[src/rtl/pipe_pkg.sv]
// Shared definitions for the decode/execute pipeline: default widths and the
// layout of the decoded control bundle.
package pipe_pkg;

    localparam int XLEN_DEF = 64;
    localparam int AW_DEF   = 5;
    localparam int CTRL_W   = 10;

    localparam int CTRL_REG_WRITE  = 0;
    localparam int CTRL_MEM_READ   = 1;
    localparam int CTRL_MEM_WRITE  = 2;
    localparam int CTRL_MEM_TO_REG = 3;
    localparam int CTRL_ALU_SRC    = 4;
    localparam int CTRL_BRANCH     = 5;
    localparam int CTRL_ALU_OP_LSB = 6;
    localparam int CTRL_ALU_OP_MSB = 9;

    typedef struct packed {
        logic [3:0] alu_op;
        logic       branch;
        logic       alu_src;
        logic       mem_to_reg;
        logic       mem_write;
        logic       mem_read;
        logic       reg_write;
    } ctrl_t;

    localparam logic [CTRL_W-1:0] CTRL_NOP = '0;

    function automatic logic is_load(input logic [CTRL_W-1:0] ctrl);
        return ctrl[CTRL_MEM_READ];
    endfunction

endpackage

[src/rtl/wb_bypass.sv]
// Operand select: x0 reads as zero, an in-flight write-back wins over the
// (not yet updated) register file value.
module wb_bypass
    import pipe_pkg::*;
#(
    parameter int XLEN = XLEN_DEF,
    parameter int AW   = AW_DEF
) (
    input  logic [AW-1:0]   rs,
    input  logic [XLEN-1:0] rf_data,
    input  logic            wb_wr_en,
    input  logic [AW-1:0]   wb_addr,
    input  logic [XLEN-1:0] wb_data,
    output logic [XLEN-1:0] operand
);

    always_comb begin
        operand = rf_data;
        if (rs == '0) begin
            operand = '0;
        end else if (wb_wr_en && (wb_addr == rs)) begin
            operand = wb_data;
        end
    end

endmodule

[src/rtl/id_ex_stage.sv]
// ID/EX pipeline register with write-back bypass, load-use bubble insertion,
// flush/hold handling and a stall-cycle counter.
module id_ex_stage #(
    parameter int XLEN   = pipe_pkg::XLEN_DEF,
    parameter int AW     = pipe_pkg::AW_DEF,
    parameter int CTRL_W = pipe_pkg::CTRL_W,
    parameter int CNT_W  = 32
) (
    input  logic              clk_i,
    input  logic              rst_n_i,
    input  logic              id_valid_i,
    input  logic [AW-1:0]     id_rs1_i,
    input  logic [AW-1:0]     id_rs2_i,
    input  logic [AW-1:0]     id_rd_i,
    input  logic [XLEN-1:0]   id_imm_i,
    input  logic [XLEN-1:0]   id_pc_i,
    input  logic [CTRL_W-1:0] id_ctrl_i,
    input  logic [XLEN-1:0]   rf_data_a_i,
    input  logic [XLEN-1:0]   rf_data_b_i,
    input  logic              wb_wr_en_i,
    input  logic [AW-1:0]     wb_addr_i,
    input  logic [XLEN-1:0]   wb_data_i,
    input  logic              flush_i,
    input  logic              ex_hold_i,
    output logic              hazard_stall_o,
    output logic              ex_valid_o,
    output logic [AW-1:0]     ex_rs1_o,
    output logic [AW-1:0]     ex_rs2_o,
    output logic [AW-1:0]     ex_rd_o,
    output logic [XLEN-1:0]   ex_data_a_o,
    output logic [XLEN-1:0]   ex_data_b_o,
    output logic [XLEN-1:0]   ex_imm_o,
    output logic [XLEN-1:0]   ex_pc_o,
    output logic [CTRL_W-1:0] ex_ctrl_o,
    output logic [CNT_W-1:0]  stall_cnt_o
);
    import pipe_pkg::*;

    logic              vld_p1;
    logic [AW-1:0]     rs1_p1, rs2_p1, rd_p1;
    logic [XLEN-1:0]   data_a_p1, data_b_p1, imm_p1, pc_p1;
    logic [CTRL_W-1:0] ctrl_p1;
    logic [CNT_W-1:0]  stall_cnt_q;

    logic              vld_nxt;
    logic [AW-1:0]     rs1_nxt, rs2_nxt, rd_nxt;
    logic [XLEN-1:0]   data_a_nxt, data_b_nxt, imm_nxt, pc_nxt;
    logic [CTRL_W-1:0] ctrl_nxt;
    logic [CNT_W-1:0]  stall_cnt_nxt;

    logic [XLEN-1:0]   cap_a, cap_b, hold_a, hold_b;
    logic              lu;

    wb_bypass #(.XLEN(XLEN), .AW(AW)) u_byp_a (
        .rs(id_rs1_i), .rf_data(rf_data_a_i), .wb_wr_en(wb_wr_en_i),
        .wb_addr(wb_addr_i), .wb_data(wb_data_i), .operand(cap_a)
    );

    wb_bypass #(.XLEN(XLEN), .AW(AW)) u_byp_b (
        .rs(id_rs2_i), .rf_data(rf_data_b_i), .wb_wr_en(wb_wr_en_i),
        .wb_addr(wb_addr_i), .wb_data(wb_data_i), .operand(cap_b)
    );

    // Held operands are refreshed through the same selection; an x0 source
    // always carries zero, so the x0 case leaves it unchanged.
    wb_bypass #(.XLEN(XLEN), .AW(AW)) u_refresh_a (
        .rs(rs1_p1), .rf_data(data_a_p1), .wb_wr_en(wb_wr_en_i),
        .wb_addr(wb_addr_i), .wb_data(wb_data_i), .operand(hold_a)
    );

    wb_bypass #(.XLEN(XLEN), .AW(AW)) u_refresh_b (
        .rs(rs2_p1), .rf_data(data_b_p1), .wb_wr_en(wb_wr_en_i),
        .wb_addr(wb_addr_i), .wb_data(wb_data_i), .operand(hold_b)
    );

    assign lu = id_valid_i & vld_p1 & is_load(ctrl_p1) & (rd_p1 != '0)
              & ((rd_p1 == id_rs1_i) | (rd_p1 == id_rs2_i));

    assign hazard_stall_o = (lu & ~flush_i) | ex_hold_i;

    always_comb begin
        vld_nxt       = vld_p1;
        rs1_nxt       = rs1_p1;
        rs2_nxt       = rs2_p1;
        rd_nxt        = rd_p1;
        data_a_nxt    = data_a_p1;
        data_b_nxt    = data_b_p1;
        imm_nxt       = imm_p1;
        pc_nxt        = pc_p1;
        ctrl_nxt      = ctrl_p1;
        stall_cnt_nxt = stall_cnt_q;
        if (flush_i || (!ex_hold_i && lu)) begin
            vld_nxt    = 1'b0;
            rs1_nxt    = '0;
            rs2_nxt    = '0;
            rd_nxt     = '0;
            data_a_nxt = '0;
            data_b_nxt = '0;
            imm_nxt    = '0;
            pc_nxt     = '0;
            ctrl_nxt   = CTRL_W'(CTRL_NOP);
            if (!flush_i) begin
                stall_cnt_nxt = stall_cnt_q + CNT_W'(1);
            end
        end else if (ex_hold_i) begin
            data_a_nxt = hold_a;
            data_b_nxt = hold_b;
        end else begin
            vld_nxt    = id_valid_i;
            rs1_nxt    = id_rs1_i;
            rs2_nxt    = id_rs2_i;
            rd_nxt     = id_rd_i;
            data_a_nxt = cap_a;
            data_b_nxt = cap_b;
            imm_nxt    = id_imm_i;
            pc_nxt     = id_pc_i;
            ctrl_nxt   = id_valid_i ? id_ctrl_i : CTRL_W'(CTRL_NOP);
        end
    end

    // ID -> EX register boundary
    always_ff @(posedge clk_i or negedge rst_n_i) begin
        if (!rst_n_i) begin
            vld_p1      <= 1'b0;
            rs1_p1      <= '0;
            rs2_p1      <= '0;
            rd_p1       <= '0;
            data_a_p1   <= '0;
            data_b_p1   <= '0;
            imm_p1      <= '0;
            pc_p1       <= '0;
            ctrl_p1     <= '0;
            stall_cnt_q <= '0;
        end else begin
            vld_p1      <= vld_nxt;
            rs1_p1      <= rs1_nxt;
            rs2_p1      <= rs2_nxt;
            rd_p1       <= rd_nxt;
            data_a_p1   <= data_a_nxt;
            data_b_p1   <= data_b_nxt;
            imm_p1      <= imm_nxt;
            pc_p1       <= pc_nxt;
            ctrl_p1     <= ctrl_nxt;
            stall_cnt_q <= stall_cnt_nxt;
        end
    end

    assign ex_valid_o  = vld_p1;
    assign ex_rs1_o    = rs1_p1;
    assign ex_rs2_o    = rs2_p1;
    assign ex_rd_o     = rd_p1;
    assign ex_data_a_o = data_a_p1;
    assign ex_data_b_o = data_b_p1;
    assign ex_imm_o    = imm_p1;
    assign ex_pc_o     = pc_p1;
    assign ex_ctrl_o   = ctrl_p1;
    assign stall_cnt_o = stall_cnt_q;

endmodule
[config.mk]
export PLATFORM = sky130hd
export DESIGN_NAME = id_ex_stage
export DESIGN_NICKNAME = d
export VERILOG_FILES = /design/src/rtl/pipe_pkg.sv /design/src/rtl/wb_bypass.sv /design/src/rtl/id_ex_stage.sv
export SDC_FILE = /design/constraint.sdc
export NUM_CORES = 1
export LEC_CHECK = 0
export BUFFER_PORTS_ARGS = -buffer_cell sky130_fd_sc_hd__buf_2
export CAP_MARGIN = 20
export CORE_AREA = 8 8 256 258
export CTS_CLUSTER_SIZE = 28
export DETAILED_ROUTE_END_ITERATION = 8
export DIE_AREA = 0 0 264 266
export GPL_TIMING_DRIVEN = 0
export PLACE_DENSITY = 0.4
export SLEW_MARGIN = 0
export SYNTH_ARGS = -nofsm -noshare
export SYNTH_HDL_FRONTEND = slang
export SYNTH_SLANG_ARGS = --single-unit
[constraint.sdc]
create_clock -name clk_i -period 4.25 [get_ports clk_i]
set_input_delay 1.275 -clock clk_i [delete_from_list [all_inputs] [get_ports clk_i]]
set_output_delay 1.275 -clock clk_i [all_outputs]
set_load 0.01 [all_outputs]
## Word level (Yosys, flattened, before mapping)

Cells that the tools add are included.

- Logic and storage cells: 68
- Flip-flop bits (word level): 314

- Bitwise operators: 8
- $add $sub $neg: 1
- Mux-type cells: 27
- Reductions and logical operators: 13
- Equal/unequal tests: 9

Operator list:

| operator | count |
|---|---|
| $mux W64 | 16 |
| $add A32 B1 Y32 const B | 1 |
| $eq A5 B5 Y1 | 6 |
| $mux W10 | 3 |
| $mux W5 | 6 |
| $logic_not A5 Y1 | 4 |
| $ne A4 B1 Y1 const B | 2 |
| $and A1 B1 Y1 | 5 |
| $logic_and A1 B1 Y1 | 5 |
| $reduce_bool A5 Y1 | 1 |
| $mux W1 | 2 |
| $ne A2 B1 Y1 const B | 1 |
| $or A1 B1 Y1 | 2 |
| $reduce_and A2 Y1 | 1 |
| $logic_not A1 Y1 | 1 |
| $logic_or A1 B1 Y1 | 1 |
| $not A1 Y1 | 1 |

## Logic depth before layout (Yosys ltp)

- Word-level depth: 7
- Depth in mapped cells: 9
- Mapped depth without buffers: 6

## Modules after synthesis

From an unflattened synthesis, not the netlist that was laid out.

- Cell total of the unflattened synthesis: 1,839
- Area total of the unflattened synthesis: 17,299.1 um^2

Modules (own cells, without submodules):

| module | cells an instance | instances | area an instance (um^2) | seq. area each (um^2) |
|---|---|---|---|---|
| id_ex_stage | 887 | 1 | 12,359.4 | 7,857.5 |
| wb_bypass | 238 | 4 | 1,234.9 | 0.0 |

## Least setup slack after synthesis

Ideal clock, no wire load.

- Kind: input port to output port
- From: in id_rs1_i[4]
- To: out hazard_stall_o
- Arrival: 2,241 ps
- Required time: 2,975 ps
- Path slack: 734 ps
- Stages on the path: 5
- Cell sequence: xnor2_1 > nand3_1 > o22ai_1 > nand2_2 > o21bai_1

- Longest elaborated chain between the ends: 5

RTL lines:

| item | line | RTL |
|---|---|---|
| from (decl) | id_ex_stage.sv:12 | `input logic [AW-1:0] id_rs1_i,` |
| $eq A5 B5 Y1 | id_ex_stage.sv:77 | `& ((rd_p1 == id_rs1_i) \| (rd_p1 == id_rs2_i));` |
| $or A1 B1 Y1 | id_ex_stage.sv:77 |  |
| $and A1 B1 Y1 | id_ex_stage.sv:77 |  |
| $and A1 B1 Y1 | id_ex_stage.sv:79 | `assign hazard_stall_o = (lu & ~flush_i) \| ex_hold_i;` |
| $or A1 B1 Y1 | id_ex_stage.sv:79 |  |
| to (decl) | id_ex_stage.sv:25 | `output logic hazard_stall_o,` |

No other way between the ends.

## Worst setup path in the final report

Same ends and word-level chain as after synthesis.

==> key figures <==
CTS
  – Clock sink count: 314
  – Max Root-Sink Buffers: 3
  – CTS Buf Count: 39
  – CTS tree: built
  – Htree depth: 2
  – Root buffer cell: clkbuf_16
  – Worst-path clk slew: 60 ps
  – Post-CTS Setup Bufs: 0
  – Clk Latency, worst-skew pair: 540 ps

Final layout
  – # nets final: 2,183
  – Syn-to-layout area delta: 44.3%
  – Final non-filler cell total: 2,657
  – Storage element area: 0.00786 mm^2
  – Fin util: 30.6%
  – Fill cell count: 6,513
  – Area occupied by multi-input gates: 0.00459 mm^2
  – Layout cells sized above 1: 42.9%
  – Final instance area: 0.0188 mm^2

Timing
  – Final Hold Vio Count: 0
  – Fmax achieved: 0.256 GHz
  – Sum Neg Setup Slack: 0 ps
  – Endpoints failing setup: 0
  – Final Critical Period: 3910 ps
  – Tcrit/Tclk final: 92.0%
  – Slew margin rel.: 39.3%
  – RSZ-0062 raised after global routing: false
  – Worst-Margin Slew: 910 ps
  – Skew final: 15.5 ps
  – Final slew viol count: 0

Detailed routing
  – DRT antenna net count: 0
  – Met2 Routed Length: 31,600 um
  – Vias per inst: 4.56
  – DR vias: 12,100
  – Initial drt markers: 734
  – DR DRC count: 0
  – Metal1 wirelength: 24,100 um
  – Met3 wire length: 6730 um
  – Routed len/inst: 24.1 um
  – TritonRoute pass-1 iters: 6
  – Drt total wl: 64,200 um
  – Top layer reached by signal wires: met5

Setup path
  – Crit path launch: id_rs1_i[4]
  – Startpoint types: input pin
  – Endpoint arrival time on the critical path: 2630 ps
  – CP most frequent cell: buf_2
  – Slowest stage delay, CP: 320 ps
  – Critical path endpoint category: output port
  – Critical path, cell by cell: buf_2, xnor2_1, nand3_1, o22ai_2, nand2_2, o21bai_1, buf_2
  – RR Startpoint: ex_rd_o[0]
  – Cell at the slowest stage of the critical path: o22ai_2
  – FF-to-FF End: ex_data_b_o[30]
  – Required time worst endpoint: 2970 ps
  – Critical path class: input pin to output port
  – Critical path peak fanout: 8
  – Worst Setup EP: hazard_stall_o
  – Cells on worst reg2reg path: 7
  – FF-to-FF setup slack: 1600 ps

Yosys
  – Netlist cell types: 38
  – Dominant synthesized flop cell: dfrtp_1
  – Top-count cell post-synth: dfrtp_1
  – Synth top area cells: dfrtp_1 60%, a22o_1 10%, a22oi_1 7.4%
  – Top post-synthesis cells by count: 314 x dfrtp_1, 153 x a22o_1, 138 x nand2_1
  – Yosys warns: 0
  – Post-synthesis sequential area ratio: 60.4%
  – Post-Syn Instances: 1,112
  – Yosys top cell by area: dfrtp_1
  – Syn Nets: 1,469
  – Ys async rst share: 100%
  – Synthesized area: 0.0130 mm^2
  – Synth top area share: 60.4%
  – Mean post-synth cell area: 11.7 um^2
  – Yosys reg bits: 314
  – Post-synth EDFFs: 0

Placement
  – PortBufs: 669
  – Inst Count DP: 2,575
  – GP Congestion: 0.860
  – Post-DP HPWL: 51,600 um
  – Placed inst area: 0.0174 mm^2

Global route
  – Initial antenna violation count: 24
  – Vias in the first global route: 13,100
  – Congestion Overflow GR: 0
  – Overall routing resource usage: 17.6%
  – First-pass GRT wire length: 93,000 um
  – Pin count of the biggest net entering global routing: 113

Power
  – Static Leakage: 9.78 nW
  – P per Cell Area: 418 mW/mm^2
  – Max VDD drop: 209 uV

Die
  – Width of the die: 264 um
  – Num rows: 91
  – Die ar.: 0.0702 mm^2
  – Die Span Y: 266 um
  – Initial core utilization: 21.2%
  – Core area: 0.0613 mm^2
  – Io pins: 671

Outcome
  – Status: finished clean

Worst hold path
  – Hold Crit Class: flop to flop

Job
  – Max-cap viol count: 0
==> layout make-up <==
class,instances,area share [%]
buffer,90,3.01
tap,790,5.27
multi-input combinational,707,24.5
inverter,1,0.0200
clock inverter,8,0.513
timing repair buffer,673,18.3
antenna,13,0.173
sequential,314,41.9
clock buffer,61,6.40
==> placed cells by master (no fill, tap or decap), types with 13 or more instances in the layout <==
cell type and instances:
a22o_1 153, a22oi_1 128, buf_2 680, buf_6 28
clkbuf_1 49, clkbuf_16 41, clkbuf_2 13, dfrtp_1 314
diode_2 13, nand2_1 138, nand3_1 21, nor2_1 16
o21ai_1 120, xnor2_1 37, xor2_1 24
==> through the flow <==
stage | power (mW) | worst slack (ps) | hold slack, ps
global route | 8.24 | 159 | 493
floorplan | 3.85 | 734 | 507
finish | 7.85 | 342 | 465
global placement | 4.54 | -4590 | 459
detailed placement | 4.56 | 55.3 | 459
CTS | 8.01 | 47.6 | 471
==> routing by layer <==
layer / GRT usage [%] / vias to the layer above
met5: 0 / -
met4: 5.59 / 12
met3: 8.22 / 96
met2: 30.4 / 554
met1: 19.0 / 5898
li1: - / 5559
==> state kept, by name (all words and copies together), names as in the netlist <==
signal and flops:
ex_data_a_o 64, ex_data_b_o 64, ex_imm_o 64, ex_pc_o 64
stall_cnt_o 32, ex_ctrl_o 10, ex_rd_o 5, ex_rs1_o 5
ex_rs2_o 5, ex_valid_o 1
==> critical path: cells and delay by family <==
family,cells,cell delay (ps)
compound gates,2,540
xor+xnor,1,140
buf+inv,2,340
simple gates,2,330
==> cells by family (layout without fill, tap and decap cells) <==
kind of cell               after synthesis  in the layout  synth area share (%)
AOI/OAI and AO/OA                      424            424                  23.4
DFF                                    314            314                  60.4
and+or+nand+nor                        220            220                  7.53
buffers and inverters                   91            833                  4.37
xor gates and xnor gates                61             61                  4.11
adders and majority gates                1              1                0.0962
muxes                                    1              1                0.0865
other                                    0             13                     0
==> where the power goes <==
group | internal [mW] | leakage (nW) | switching [mW] | total, mW
Clock | 2.06 | 0.637 | 1.31 | 3.37
Sequential | 3.18 | 4.19 | 0.117 | 3.30
Combinational | 0.483 | 4.94 | 0.700 | 1.18
Total | 5.72 | 9.78 | 2.13 | 7.85
==> worst min-delay path by stage <==
| stage | startpoint | to | slack [ps] | cells after the start |
|---|---|---|---|---|
| floorplan | stall_cnt_o[31] | stall_cnt_o[31] | 510 | 1 |
| global placement | stall_cnt_o[31] | stall_cnt_o[31] | 460 | 1 |
| detailed placement | stall_cnt_o[31] | stall_cnt_o[31] | 460 | 1 |
| CTS | stall_cnt_o[31] | stall_cnt_o[31] | 470 | 1 |
| global route | stall_cnt_o[31] | stall_cnt_o[31] | 490 | 1 |
| finish | stall_cnt_o[31] | stall_cnt_o[31] | 470 | 1 |
==> timing repair <==
item	CTS	global route
endpoints found under the setup margin	0	1
gates resized for setup	0	1
hold endpoints to repair	0	0
hold buffers	0	0
No activity file was read; power rests on OpenSTA's default activity.
